$ cat src/rtl/cpu_pkg.sv
// Shared types and widths for the 5-stage MIPS pipeline.
package cpu_pkg;

    localparam int DATA_W = 32;
    localparam int ADDR_W = 5;

    typedef enum logic [1:0] {
        WB_ALU  = 2'd0,
        WB_MEM  = 2'd1,
        WB_LINK = 2'd2
    } wb_sel_e;

    typedef enum logic [2:0] {
        MEM_LW  = 3'd0,
        MEM_LH  = 3'd1,
        MEM_LHU = 3'd2,
        MEM_LB  = 3'd3,
        MEM_LBU = 3'd4
    } mem_op_e;

endpackage

$ cat src/rtl/mem_wb_stage_load_extend.sv
// Byte/half lane extraction with sign or zero extension for loads.
import cpu_pkg::*;

module load_extend #(
    parameter int DATA_W = cpu_pkg::DATA_W
) (
    input  logic [2:0]        mem_op_i,
    input  logic [1:0]        addr_i,
    input  logic [DATA_W-1:0] word_i,
    output logic [DATA_W-1:0] data_o
);

    logic [7:0]  byte_v;
    logic [15:0] half_v;

    always_comb begin
        byte_v = word_i[{addr_i, 3'b000} +: 8];
        // Halfword lane ignores addr bit 0; misalignment is not trapped here.
        half_v = word_i[{addr_i[1], 4'b0000} +: 16];
        data_o = word_i;
        case (mem_op_i)
            MEM_LB:  data_o = {{(DATA_W-8){byte_v[7]}}, byte_v};
            MEM_LBU: data_o = {{(DATA_W-8){1'b0}}, byte_v};
            MEM_LH:  data_o = {{(DATA_W-16){half_v[15]}}, half_v};
            MEM_LHU: data_o = {{(DATA_W-16){1'b0}}, half_v};
            default: data_o = word_i;
        endcase
    end

endmodule

$ cat src/rtl/mem_wb_stage.sv
// MEM/WB pipeline register: write-back source select, load formatting,
// register-file write port, forwarding tap and retired-instruction counter.
import cpu_pkg::*;

module mem_wb_stage #(
    parameter int DATA_W = cpu_pkg::DATA_W,
    parameter int ADDR_W = cpu_pkg::ADDR_W
) (
    input  logic              clk_i,
    input  logic              rst_i,
    input  logic              stall_i,
    input  logic              flush_i,
    input  logic              valid_i,
    input  logic              RegWrite_i,
    input  logic [ADDR_W-1:0] RDaddr_i,
    input  logic [1:0]        WBsel_i,
    input  logic [2:0]        MemOp_i,
    input  logic [DATA_W-1:0] ALUres_i,
    input  logic [DATA_W-1:0] MEMdata_i,
    input  logic [DATA_W-1:0] PCplus4_i,
    output logic              valid_o,
    output logic              RegWrite_o,
    output logic [ADDR_W-1:0] RDaddr_o,
    output logic [DATA_W-1:0] RDdata_o,
    output logic              fwd_en_o,
    output logic [31:0]       retire_cnt_o
);

    logic              valid_q, valid_d;
    logic              we_q, we_d;
    logic [ADDR_W-1:0] rd_q, rd_d;
    logic [DATA_W-1:0] data_q, data_d;
    logic [31:0]       cnt_q, cnt_d;
    logic [DATA_W-1:0] ld_data;
    logic [DATA_W-1:0] wb_data;

    load_extend #(.DATA_W(DATA_W)) u_load_extend (
        .mem_op_i (MemOp_i),
        .addr_i   (ALUres_i[1:0]),
        .word_i   (MEMdata_i),
        .data_o   (ld_data)
    );

    always_comb begin
        wb_data = ALUres_i;
        case (WBsel_i)
            WB_MEM:  wb_data = ld_data;
            WB_LINK: wb_data = PCplus4_i;
            default: wb_data = ALUres_i;
        endcase
    end

    always_comb begin
        valid_d = valid_q;
        we_d    = we_q;
        rd_d    = rd_q;
        data_d  = data_q;
        cnt_d   = cnt_q;
        if (flush_i) begin
            valid_d = 1'b0;
            we_d    = 1'b0;
            rd_d    = '0;
            data_d  = '0;
        end else if (!stall_i) begin
            valid_d = valid_i;
            we_d    = valid_i & RegWrite_i & (RDaddr_i != '0);
            rd_d    = RDaddr_i;
            data_d  = wb_data;
            cnt_d   = cnt_q + {31'd0, valid_i};
        end
    end

    always_ff @(posedge clk_i or posedge rst_i) begin
        if (rst_i) begin
            valid_q <= 1'b0;
            we_q    <= 1'b0;
            rd_q    <= '0;
            data_q  <= '0;
            cnt_q   <= '0;
        end else begin
            valid_q <= valid_d;
            we_q    <= we_d;
            rd_q    <= rd_d;
            data_q  <= data_d;
            cnt_q   <= cnt_d;
        end
    end

    assign valid_o      = valid_q;
    assign RegWrite_o   = we_q;
    assign RDaddr_o     = rd_q;
    assign RDdata_o     = data_q;
    assign fwd_en_o     = we_q && (rd_q != '0);
    assign retire_cnt_o = cnt_q;

endmodule

$ cat config.mk
export PLATFORM = sky130hd
export DESIGN_NAME = mem_wb_stage
export DESIGN_NICKNAME = d
export VERILOG_FILES = /design/src/rtl/cpu_pkg.sv /design/src/rtl/mem_wb_stage_load_extend.sv /design/src/rtl/mem_wb_stage.sv
export SDC_FILE = /design/constraint.sdc
export NUM_CORES = 1
export LEC_CHECK = 0
export BUFFER_PORTS_ARGS = -buffer_cell sky130_fd_sc_hd__buf_2
export CORE_MARGIN = 2
export CORE_UTILIZATION = 23
export CTS_CLUSTER_SIZE = 10
export DETAILED_ROUTE_END_ITERATION = 16
export PLACE_DENSITY = 0.5
export SKIP_LAST_GASP = 1
export SLEW_MARGIN = 20
export SYNTH_ARGS = -nofsm -noshare
export SYNTH_HDL_FRONTEND = slang
export SYNTH_SLANG_ARGS = --single-unit
$ cat constraint.sdc
create_clock -name clk_i -period 6.7 [get_ports clk_i]
set_input_delay 1.34 -clock clk_i [delete_from_list [all_inputs] [get_ports clk_i]]
set_output_delay 1.34 -clock clk_i [all_outputs]
set_load 0.05 [all_outputs]
# Word level (Yosys, flattened, before mapping)
# Cells that the tools add are included.
totals:
  mem_bits_ro: 0
  wordCells: 33
  out_inout_bits: 72
  ff_bits: 71
  ram_bits: 0
  latchBits: 0
  in_bits: 112
  n_memories: 0
classes:
  magnitude_cmp: 0
  mux: 10
  add_sub_neg: 1
  bitwise_logic: 4
  n_reduce_logical: 4
  n_shift: 2
  mul: 0
  n_eq_ne: 7
  div_mod_pow: 0
op_table:
  columns: ["op", "count"]
  rows:
  - ["32-bit one-hot mux with 4 select lines", 1]
  - ["32-bit two-way mux", 2]
  - ["32-bit one-hot mux with 2 select lines", 1]
  - ["32-bit by 1-bit adder with 32-bit output", 1]
  - ["32-bit by 6-bit variable part select with 16-bit output", 1]
  - ["32-bit by 6-bit variable part select with 8-bit output", 1]
  - ["5-bit two-way mux", 2]
  - ["5-bit nonzero test", 2]
  - ["3-bit by 2-bit == test with 1-bit output, second input constant", 2]
  - ["1-bit two-way mux", 4]
  - ["3-bit by 1-bit == test with 1-bit output, second input constant", 1]
  - ["3-bit == test, second input constant", 1]
  - ["1-bit bitwise AND", 2]
  - ["2-bit by 1-bit == test with 1-bit output, second input constant", 1]
  - ["2-bit == test, second input constant", 1]
  - ["2-bit by 1-bit inequality test with 1-bit output, second input constant", 1]
  - ["1-bit inverter", 2]
  - ["2-bit AND reduction", 1]
  - ["1-bit logical AND", 1]

# Depth between registers and ports, before layout
# Gate-level depths: netlist of run 1.
depth:
  word_depth: 5
  depth_mapped: 8
  depth_no_buf: 6

# By module
# From an unflattened synthesis of run 1, not the netlist that was laid out.
hier_totals:
  hier_cells: 490
  area_unflattened_um2: 4515.6
modules_own_cells:
  columns: ["module", "cells_per_inst", "n_inst", "area_each_um2", "seq_area_each_um2"]
  rows:
  - ["mem_wb_stage", 377, 1, 3677.3, 1776.7]
  - ["load_extend", 113, 1, 838.3, 0.0]

# Worst setup path before layout of run 1
# OpenSTA, ideal clock, no wires.
synth_path:
  path_kind: "flip-flop to output port"
  from: "reg rd_q[3] (netlist: RDaddr_o[3])"
  to: "out fwd_en_o"
  path_buffers: 0
  required_ns: 5.360
  arrival_ns: 1.468
  path_slack_ns: 3.892
  path_stages_with_launch: 3
  path_cell_list: "dfrtp_1 or4_1 o21a_1"
synth_via:
  elab_chain_cells: 2
synth_rtl:
  columns: ["element", "line", "rtl"]
  rows:
  - ["start, declared", "mem_wb_stage.sv:31", "logic [ADDR_W-1:0] rd_q, rd_d;"]
  - ["start signal, assigned", "mem_wb_stage.sv:83", "rd_q <= rd_d;"]
  - ["5-bit nonzero test", "mem_wb_stage.sv:93", "assign fwd_en_o = we_q && (rd_q != '0);"]
  - ["1-bit logical AND", "mem_wb_stage.sv:93", null]
  - ["end, declared", "mem_wb_stage.sv:25", "output logic fwd_en_o,"]
# Every way passes these cells.

# Worst setup path in the final report of run 1
layout_path:
  from: "in WBsel_i[0]"
  to: "reg data_q[7] (netlist: RDdata_o[7])"
layout_via:
  elab_chain_cells: 4
  word_cells_on_any_way: 5
  classes_between: "eq/ne (2); mux (3)"
layout_rtl:
  columns: ["element", "line", "rtl"]
  rows:
  - ["start, declared", "mem_wb_stage.sv:16", "input logic [1:0] WBsel_i,"]
  - ["2-bit == test or 2-bit by 1-bit == test with 1-bit output (tied branches)", "mem_wb_stage.sv:46", "case (WBsel_i)"]
  - ["32-bit one-hot mux with 2 select lines *", "mem_wb_stage.sv:46", null]
  - ["32-bit two-way mux *", "mem_wb_stage.sv:64", "end else if (!stall_i) begin"]
  - ["32-bit two-way mux *", "mem_wb_stage.sv:59", "if (flush_i) begin"]
  - ["end signal, assigned", "mem_wb_stage.sv:84", "data_q <= data_d;"]
  - ["end, declared", "mem_wb_stage.sv:32", "logic [DATA_W-1:0] data_q, data_d;"]
# Mark *: on every way between the ends. The rest lies on a longest branch, timed or not. The select of a mux whose other input is x is not followed.
# A chain may end at the register's enable or synchronous reset.

==> results.txt, run 1 <==
Post-CTS setup buffer count = 0
PD cells = 221.6 nW/um2
First-pass GRT wire length = 28.43 mm
Number of I/O pins = 184
CP cell instances = buf_2 > inv_1 > ha_1 > buf_4 > clkinv_1 > o32a_1 > o2111ai_1 > o32ai_1
CTS HTree Levels = 3
Total CTS buffers = 9
Clock transition at the registers of the reported paths = 0.07 ns
Flop2flop setup slack = 4.65 ns
R2R Path Start = retire_cnt_o[0]
Die width = 148.9 um
Critical Path AT = 3.64 ns
CP endpoint = RDdata_o[7]
Initial Util = 0.2320
GPL Wtd Cong = 0.7943
Post-synth ARST share = 1.000
Sink Count = 71
Std cell rows = 53
Max Root-Sink Buffers = 2
Hold Fails Final Rpt = 0
NumNets Final = 792
Iter 0 DRT Violations = 236
Root buffer cell = clkbuf_16
Commonest non-fill, non-tap cell in the layout = buf_2
Crit. End Element = flop
DR WL/cell = 19.57 um
Global route overflow = 0
Post-synth EDFFs = 0
Vias = 4786
Crit-path slowest cell = clkinv_1
Fmax = 289.5 MHz
Prevailing post-synth register cell = dfrtp_1
DRC Markers = 0
Vias in the first global route = 4727
Dpl ws = 2.804 ns
Clock Skew = 0.009151 ns
Core Area = 20820 um2
Worst-path maximum fanout = 43
Total track usage = 0.1673
CP startpoint kind = input port
Pleak = 2.919 nW
Hold Worst Slack = 0.4850 ns
Syn_area_per_cell = 9.255 um2
Status = completed
Layout fillers = 2286
Synth warn = 0
Later-pin clock latency in the skew report = 0.35 ns
Post-route setup slack = 3.246 ns
Peak supply drop = 102.2 uV
P&R area growth vs syn = 28.52%
Die span in y = 148.9 um
Initial antenna violation count = 0
Vias per std cell = 5.006
Worst-Margin Slew = 1.027 ns
Synth Register Bits = 71
Largest net degree at the start of global routing = 72
Drt total wl = 18.71 mm
Final HPWL DP = 13.48 mm
CTS Hold Bufs = 0
Gates resized, CTS repair = 0
Port Buf Inserts = 183
Proportion of layout cells with a drive suffix above 1 = 0.3392
CTS tree = done
Die area = 22180 um2
CP startpoint = WBsel_i[0]
# diodes = 0
Worst setup path category = input port to flop
Max-slew violations = 0
Cell count of the worst reg-to-reg path = 6
Post-route minimum period = 3.454 ns
RSZ-0062 raised after global routing = false
Antenna viol nets, final = 0
Setup_tns = 0 ns
Final period utilization = 0.5155
Synthesized cell area = 4831 um2
Router iterations before antenna repair = 4
Area taken by multi-input logic gates = 2740 um2
Worst min path class = flop to flop
Critical Path RT = 6.89 ns
Synth cell types = 55
Worst r2r dst = retire_cnt_o[22]
Sequential cell area = 1777 um2
Max Cap Viol = 0
Gate Count Post-Synth = 522
Final setup violation count = 0
Crit path largest cell delay = 0.72 ns
Sequential area share after synthesis = 0.3678
Commonest non-fill, non-tap cells in the layout = buf_2 (183), dfrtp_1 (71), nor2_1 (41)
Max-slew headroom = 0.3078
Syn_nets = 638
worst min path at each step:
| stage | from | endpoint | cells past startpoint |
|---|---|---|---|
| final | retire_cnt_o[31] | retire_cnt_o[31] | 1 |
| after global routing | retire_cnt_o[31] | retire_cnt_o[31] | 1 |
| after global placement | retire_cnt_o[31] | retire_cnt_o[31] | 1 |
| after detailed placement | retire_cnt_o[31] | retire_cnt_o[31] | 1 |
| after CTS | retire_cnt_o[31] | retire_cnt_o[31] | 1 |
| after floorplan | RegWrite_o | RegWrite_o | 2 |
cell families after synthesis:
| group | Yosys count | share of synthesized area |
|---|---|---|
| xor+xnor | 31 | 0.05620 |
| compound gates | 137 | 0.2101 |
| buf+inv | 69 | 0.06682 |
| flops | 71 | 0.3678 |
| simple gates | 171 | 0.1867 |
| mux | 39 | 0.1020 |
| fa+ha+maj | 4 | 0.01036 |
cell usage after synthesis, types with 6 or more instances:
library cell	number	area [um2]
o32ai_1	18	157.7
inv_1	23	86.33
buf_6	6	67.56
a221oi_1	18	157.7
nor2_1	41	153.9
clkbuf_1	20	75.07
mux4_2	8	180.2
nor2b_1	12	75.07
a21oi_1	19	95.09
nand3_1	10	50.05
xor2_1	11	96.34
o22ai_1	22	137.6
a211oi_1	8	60.06
nor3_1	22	110.1
buf_2	15	75.07
mux2i_1	29	290.3
nand4_1	10	62.56
nand2_1	36	135.1
o21ai_0	24	120.1
a2bb2oi_1	7	61.31
nor3b_1	8	60.06
dfrtp_1	71	1777
xnor2_1	20	175.2
routing by layer:
metal  track usage  part of all wire
met1        0.2424              0.48
met2        0.2493              0.44
met3       0.03945             0.066
met4       0.04333             0.016
met5             0                 0
area by class of cell:
cell class,count,area share
Sequential cell,71,0.2862
Tap cell,275,0.05542
Timing Repair Buffer,187,0.1556
Clock buffer,9,0.03628
Inverter,25,0.01532
Multi-Input combinational cell,382,0.4414
Clock inverter,7,0.009875
worst max-delay path, delay by kind of cell:
| kind | cells | cell delay [ns] |
|---|---|---|
| fa+ha+maj | 1 | 0.27 |
| compound gates | 3 | 0.73 |
| buf+inv | 4 | 1.28 |
power by group:
group	total [mW]	switching (mW)	leakage, nW	internal (mW)
logic	0.408	0.281	1.85	0.127
registers	0.491	0.0299	0.935	0.461
clock network	0.476	0.218	0.135	0.258
total	1.38	0.529	2.92	0.847
registers in the layout (all words and copies together) (netlist names):
register      count
RDdata_o         32
retire_cnt_o     32
valid_o           1
RDaddr_o          5
RegWrite_o        1
stage by stage:
step / cells / total power, mW / cell area (um2) / util
2_1_floorplan: 522 / 0.7741 / 4831 / -
3_3_place_gp: 939 / 0.9047 / 5888 / 0.2828
3_5_place_dp: 939 / 0.9059 / 5888 / 0.2828
4_1_cts: 955 / 1.390 / 6175 / 0.2965
5_1_grt: 956 / 1.442 / 6208 / 0.2982
6_report: 956 / 1.376 / 6208 / 0.2982
No activity file was read; power rests on OpenSTA's default activity.
==> inputs of run 2 (changes only) <==
==> constraint.sdc (replaced) <==
create_clock -name clk_i -period 3.25 [get_ports clk_i]
set_input_delay 0.65 -clock clk_i [delete_from_list [all_inputs] [get_ports clk_i]]
set_output_delay 0.65 -clock clk_i [all_outputs]
set_load 0.05 [all_outputs]
==> run 2 against run 1 <==
Net effect:
- combinational power grew 110%
- cell area up 1.5%
- critical path depth is 5 lower
- global-route usage rose by 0.17 points
- sequential power rose by 110%
- first-iteration DRC count rose by 18%
- sequential cell count did not move
- die area did not move
- register-to-register slack got worse by 3.5 ns
- hold slack worse by 0.18 ns
- count of clock-buffer cells in the layout did not move
- via count up 2.9%
- largest cell class unchanged
==> results.txt, run 2 (synthesis gave the netlist of run 1 again) <==
Initial Util = 0.2320 (unchanged)
CTS HTree Levels = 3 (unchanged)
Layout fillers = 2264 (-0.96%)
Die width = 148.9 um (unchanged)
GRT busiest layer = met2
Final period utilization = 0.7004
Global route overflow = 0 (unchanged)
Drt total wl = 18.83 mm (+0.66%)
Critical Path AT = 1.63 ns (-2.01 ns)
Total CTS buffers = 9 (unchanged)
Final Cell Area = 6304 um2 (+1.5%)
Proportion of layout cells with a drive suffix above 1 = 0.3464 (+0.007170)
Later-pin clock latency in the skew report = 0.35 ns (about the same)
CP delay by family, top = simple AND/OR/NAND/NOR gates
DRC Markers = 0 (unchanged)
NumNets Final = 801 (+1.1%)
Max Root-Sink Buffers = 2 (unchanged)
Die span in y = 148.9 um (unchanged)
Vias = 4924 (+2.9%)
CTS tree = done
Peak supply drop = 235.2 uV (+130%)
P&R area growth vs syn = 30.48%
Status = completed
Final setup violation count = 0 (unchanged)
Clock transition at the registers of the reported paths = 0.06 ns (about the same)
Met1 GRT Util = 0.2363 (-0.006135)
First-pass GRT wire length = 28.52 mm (+0.29%)
Met2 Resource Use GR = 0.2641 (+0.01475)
Setup_tns = 0 ns (unchanged)
Hold Fails Final Rpt = 0 (unchanged)
Commonest non-fill, non-tap cells in the layout = buf_2 (183), dfrtp_1 (71), nor2_1 (41)
Total track usage = 0.1689 (+0.001655)
RSZ-0062 raised after global routing = false
Port Buf Inserts = 183 (unchanged)
DR WL/cell = 19.45 um (-0.59%)
Flop2flop setup slack = 1.16 ns (-3.49 ns)
Fmax = 439.3 MHz
Area after DPL = 5968 um2 (+1.4%)
Antenna viol nets, final = 0 (unchanged)
Crit-path slowest cell = or4_1
Met3 GRT Util = 0.03272 (-0.006728)
Hold Worst Slack = 0.3035 ns (-0.1815 ns)
GPL Wtd Cong = 0.8068 (+1.6%)
CP cell instances = or4_1 > o21a_1 > buf_2
Number of I/O pins = 184 (unchanged)
Sequential cell area = 1777 um2 (unchanged)
Worst-path maximum fanout = 3 (-93%)
CP startpoint kind = flop
Die area = 22180 um2 (unchanged)
Crit. End Element = primary output
Clock Skew = 0.006508 ns (-0.002642 ns)
Core Area = 20820 um2 (unchanged)
Vias in the first global route = 4812 (+1.8%)
Worst-Margin Slew = 1.117 ns (+0.08913 ns)
Root buffer cell = clkbuf_16
Worst path bufs/invs = 1 (-3)
Pleak = 2.975 nW (+1.9%)
Critical Path RT = 2.60 ns (-4.29 ns)
Iter 0 DRT Violations = 279 (+18%)
Max-slew violations = 0 (unchanged)
Gates resized, CTS repair = 0 (unchanged)
Post-CTS setup buffer count = 0 (unchanged)
Sink Count = 71 (unchanged)
Std cell rows = 53 (unchanged)
Max-slew headroom = 0.2556 (-0.05218)
Placed Cells = 949 (+1.1%)
CTS Hold Bufs = 0 (unchanged)
Final total power = 2.978 mW (+120%)
Non-filler cells in the finished layout = 968 (+1.3%)
Worst min path class = input port to asynchronous set/reset pin
WP depth = 3 (-5)
PD cells = 472.4 nW/um2 (+110%)
Commonest non-fill, non-tap cell in the layout = buf_2
Vias per std cell = 5.087 (+1.6%)
Router iterations before antenna repair = 5 (+1)
Largest net degree at the start of global routing = 45 (-38%)
Worst setup path category = flop to primary output
Crit path largest cell delay = 0.52 ns (-0.20 ns)
Final HPWL DP = 13.90 mm (+3.1%)
Area taken by multi-input logic gates = 2739 um2 (about the same)
Max Cap Viol = 0 (unchanged)
Post-route minimum period = 2.276 ns
Initial antenna violation count = 3 (+3)
Cell count of the worst reg-to-reg path = 6 (unchanged)
## run 2: changes by cell type in the layout (fill, tap and decap cells not counted)
| cell | delta |
|---|---|
| bufinv_16 | +2 |
| buf_4 | +10 |
| diode_2 | +3 |
| buf_16 | -1 |
| clkinv_4 | +1 |
| inv_8 | -1 |
| inv_6 | -1 |
| and2_1 | +1 |
| clkinvlp_4 | -1 |
| and2_2 | -1 |
## run 2: per-stage QoR
stage                     worst slack (ns)  utilization
after floorplan                     0.8034            -
after global placement              0.5450       0.2864
after detailed placement            0.6424       0.2866
after CTS                           0.9454       0.3024
after global routing                0.8326       0.3025
final                               0.9736       0.3027
## run 2: cell type report
type,count,share of cell area
Clock inverter,7,0.01628
Multi-Input combinational cell,382,0.4345
Clock buffer,9,0.03573
Antenna cell,3,0.001191
Timing Repair Buffer,196,0.1608
Sequential cell,71,0.2819
Tap cell,275,0.05459
Inverter,25,0.01509
## run 2: routing by layer
metal  vias up  part of all wire
met1      2409              0.48
met2       198              0.44
met3        22             0.061
met4         2             0.018
li1       2293                 -
met5         -           0.00069
## run 2: worst paths after layout
kind | startpoint | to
min in group clk_i | retire_cnt_o[31] | retire_cnt_o[31]
worst min-delay path | rst_i | retire_cnt_o[10]
worst min register to register | retire_cnt_o[31] | retire_cnt_o[31]
worst max register to register | retire_cnt_o[0] | retire_cnt_o[22]
max in group asynchronous | rst_i | RDaddr_o[2]
worst max-delay path | RDaddr_o[3] | fwd_en_o
## run 2: report_power, final
part / total (mW) / leakage [nW] / internal [mW] / switching (mW)
clock network: 1.12 / 0.157 / 0.681 / 0.436
logic: 0.850 / 1.88 / 0.266 / 0.584
registers: 1.01 / 0.935 / 0.952 / 0.0599
==> inputs of run 3 (changes only) <==
--- a/config.mk
+++ b/config.mk
@@ -10,7 +10,7 @@
 export CORE_UTILIZATION = 23
 export CTS_CLUSTER_SIZE = 10
 export DETAILED_ROUTE_END_ITERATION = 16
-export PLACE_DENSITY = 0.5
+export PLACE_DENSITY = 0.51
 export SKIP_LAST_GASP = 1
 export SLEW_MARGIN = 20
 export SYNTH_ARGS = -nofsm -noshare
==> constraint.sdc (replaced) <==
create_clock -name clk_i -period 2 [get_ports clk_i]
set_input_delay 0.4 -clock clk_i [delete_from_list [all_inputs] [get_ports clk_i]]
set_output_delay 0.4 -clock clk_i [all_outputs]
set_load 0.05 [all_outputs]
==> run 3 against run 2 <==
Net effect:
- cell area increased by 3.8%
- routed wire length decreased by 2.2%
- sequential power increased by 63%
- critical path depth stayed put
- hold slack worse by 0.13 ns
- final cell count up 2.5%
- sequential cell count stayed put
- first-iteration DRC count is 0.72% higher
- sequential share of layout area down 0.99 points
- power increased by 59%
- critical endpoint unchanged
- largest power group unchanged
==> results.txt, run 3 (synthesis gave the netlist of run 1 again) <==
Dpl ws = -0.03914 ns (-0.6816 ns)
Worst min path class = input port to asynchronous set/reset pin
Worst-path maximum fanout = 2 (-1)
Port Buf Inserts = 183 (unchanged)
Post-route setup slack = 0.01652 ns (-0.9570 ns)
Iter 0 DRT Violations = 281 (+0.72%)
Vias = 4928 (+0.081%)
Crit. End Element = primary output
Critical Path RT = 1.60 ns (-1.00 ns)
Total track usage = 0.1662 (-0.002671)
DRC Markers = 0 (unchanged)
Antenna viol nets, final = 0 (unchanged)
Sequential cell area = 1779 um2 (+0.14%)
Crit path largest cell delay = 0.53 ns (about the same)
Fmax = 504.2 MHz
GPL Wtd Cong = 0.8103 (+0.43%)
Final Cell Area = 6543 um2 (+3.8%)
Die width = 148.9 um (unchanged)
NumNets Final = 825 (+3.0%)
Hold Worst Slack = 0.1687 ns (-0.1347 ns)
Max Cap Viol = 0 (unchanged)
Final total power = 4.748 mW (+59%)
Layout fillers = 2268 (+0.18%)
DR WL/cell = 18.57 um (-4.5%)
Area taken by multi-input logic gates = 2746 um2 (+0.27%)
First-pass GRT wire length = 28.30 mm (-0.77%)
Initial antenna violation count = 5 (+2)
Later-pin clock latency in the skew report = 0.34 ns (about the same)
Non-filler cells in the finished layout = 992 (+2.5%)
Placed Cells = 972 (+2.4%)
Met2 Resource Use GR = 0.2530 (-0.01106)
Die span in y = 148.9 um (unchanged)
CTS Hold Bufs = 0 (unchanged)
Std cell rows = 53 (unchanged)
Clock transition at the registers of the reported paths = 0.07 ns (about the same)
Pleak = 3.112 nW (+4.6%)
Setup_tns = 0 ns (unchanged)
Hold Fails Final Rpt = 0 (unchanged)
Status = completed
Final HPWL DP = 14.13 mm (+1.7%)
Max Root-Sink Buffers = 2 (unchanged)
Area after DPL = 6210 um2 (+4.0%)
Crit-path slowest cell = or4_1
Root buffer cell = clkbuf_16
Commonest non-fill, non-tap cells in the layout = buf_2 (182), dfrtp_1 (69), nor2_1 (41)
Number of I/O pins = 184 (unchanged)
Total CTS buffers = 9 (unchanged)
Vias per std cell = 4.968 (-2.3%)
RSZ-0062 raised after global routing = true
Worst setup path category = flop to primary output
Critical Path AT = 1.58 ns (-0.05 ns)
Final period utilization = 0.9917
Largest net degree at the start of global routing = 72 (+60%)
Drt total wl = 18.42 mm (-2.2%)
Clock Skew = 0.007215 ns (+0.0007064 ns)
Met3 GRT Util = 0.05657 (+0.02385)
CTS HTree Levels = 3 (unchanged)
Max-slew headroom = 0.7050 (+0.4494)
Worst-Margin Slew = 0.4414 ns (-0.6752 ns)
Commonest non-fill, non-tap cell in the layout = buf_2
Post-route minimum period = 1.983 ns
Initial Util = 0.2320 (unchanged)
CP startpoint kind = flop
PD cells = 725.7 nW/um2 (+54%)
Vias in the first global route = 4766 (-0.96%)
Sink Count = 71 (unchanged)
P&R area growth vs syn = 35.43%
Proportion of layout cells with a drive suffix above 1 = 0.3725 (+0.02617)
CTS tree = done
Max-slew violations = 0 (unchanged)
CP cell instances = or4_1 > o21a_1 > buf_6
GRT busiest layer = met2
Final setup violation count = 0 (unchanged)
Global route overflow = 0 (unchanged)
Die area = 22180 um2 (unchanged)
Core Area = 20820 um2 (unchanged)
Utilization after layout = 0.3142 (+0.01148)
Router iterations before antenna repair = 7 (+2)
Met1 GRT Util = 0.2288 (-0.007529)
Peak supply drop = 414.9 uV (+76%)
## run 3: cell count changes in the layout (fill, tap and decap cells not counted), moves of 2 or more
| cell | change |
|---|---|
| buf_12 | +5 |
| buf_4 | +19 |
| clkinvlp_4 | +2 |
| dfrtp_1 | -2 |
| dfrtp_2 | +2 |
## run 3: timing repair
item	CTS	global route
resized for setup	2	1
buffers inserted	1	0
endpoints found under the setup margin	1	2
endpoints found under the hold margin	0	0
pin swaps	1	0
## run 3: worst max-delay path: cells and delay by family, from the launching register on
kind                   cells  cell delay (ns)
AOI/OAI and AO/OA          1             0.19
DFF                        1             0.38
buffers and inverters      1             0.15
and+or+nand+nor            1             0.53
## run 3: worst paths after layout
check	from	end	cells after the start	slack (ns)
setup / recovery	RDaddr_o[4]	fwd_en_o	3	0.02
hold / removal	rst_i	RDdata_o[7]	3	0.17
setup reg to reg	retire_cnt_o[0]	retire_cnt_o[28]	6	0.11
hold reg to reg	retire_cnt_o[31]	retire_cnt_o[31]	1	0.47
max in group asynchronous	rst_i	retire_cnt_o[0]	3	1.46
min in group clk_i	RDaddr_i[2]	RDaddr_o[2]	3	0.32
## run 3: layout make-up
type | count | area share
Antenna cell | 3 | 0.001147
Clock buffer | 9 | 0.03442
Clock inverter | 7 | 0.01224
Inverter | 25 | 0.01492
Multi-Input combinational cell | 382 | 0.4198
Sequential cell | 71 | 0.2719
Tap cell | 275 | 0.05259
Timing Repair Buffer | 220 | 0.1930
## run 3: where the power goes
group          internal, mW  switching, mW  leakage, nW
clock                 0.980          0.705        0.143
combinational         0.480          0.937         2.04
sequential             1.55         0.0956        0.933
## run 3: routing by layer
metal  part of all wire  vias up
li1                   -     2332
met1               0.46     2385
met2               0.45      192
met3              0.082       15
met4             0.0094        4
met5             0.0012        -
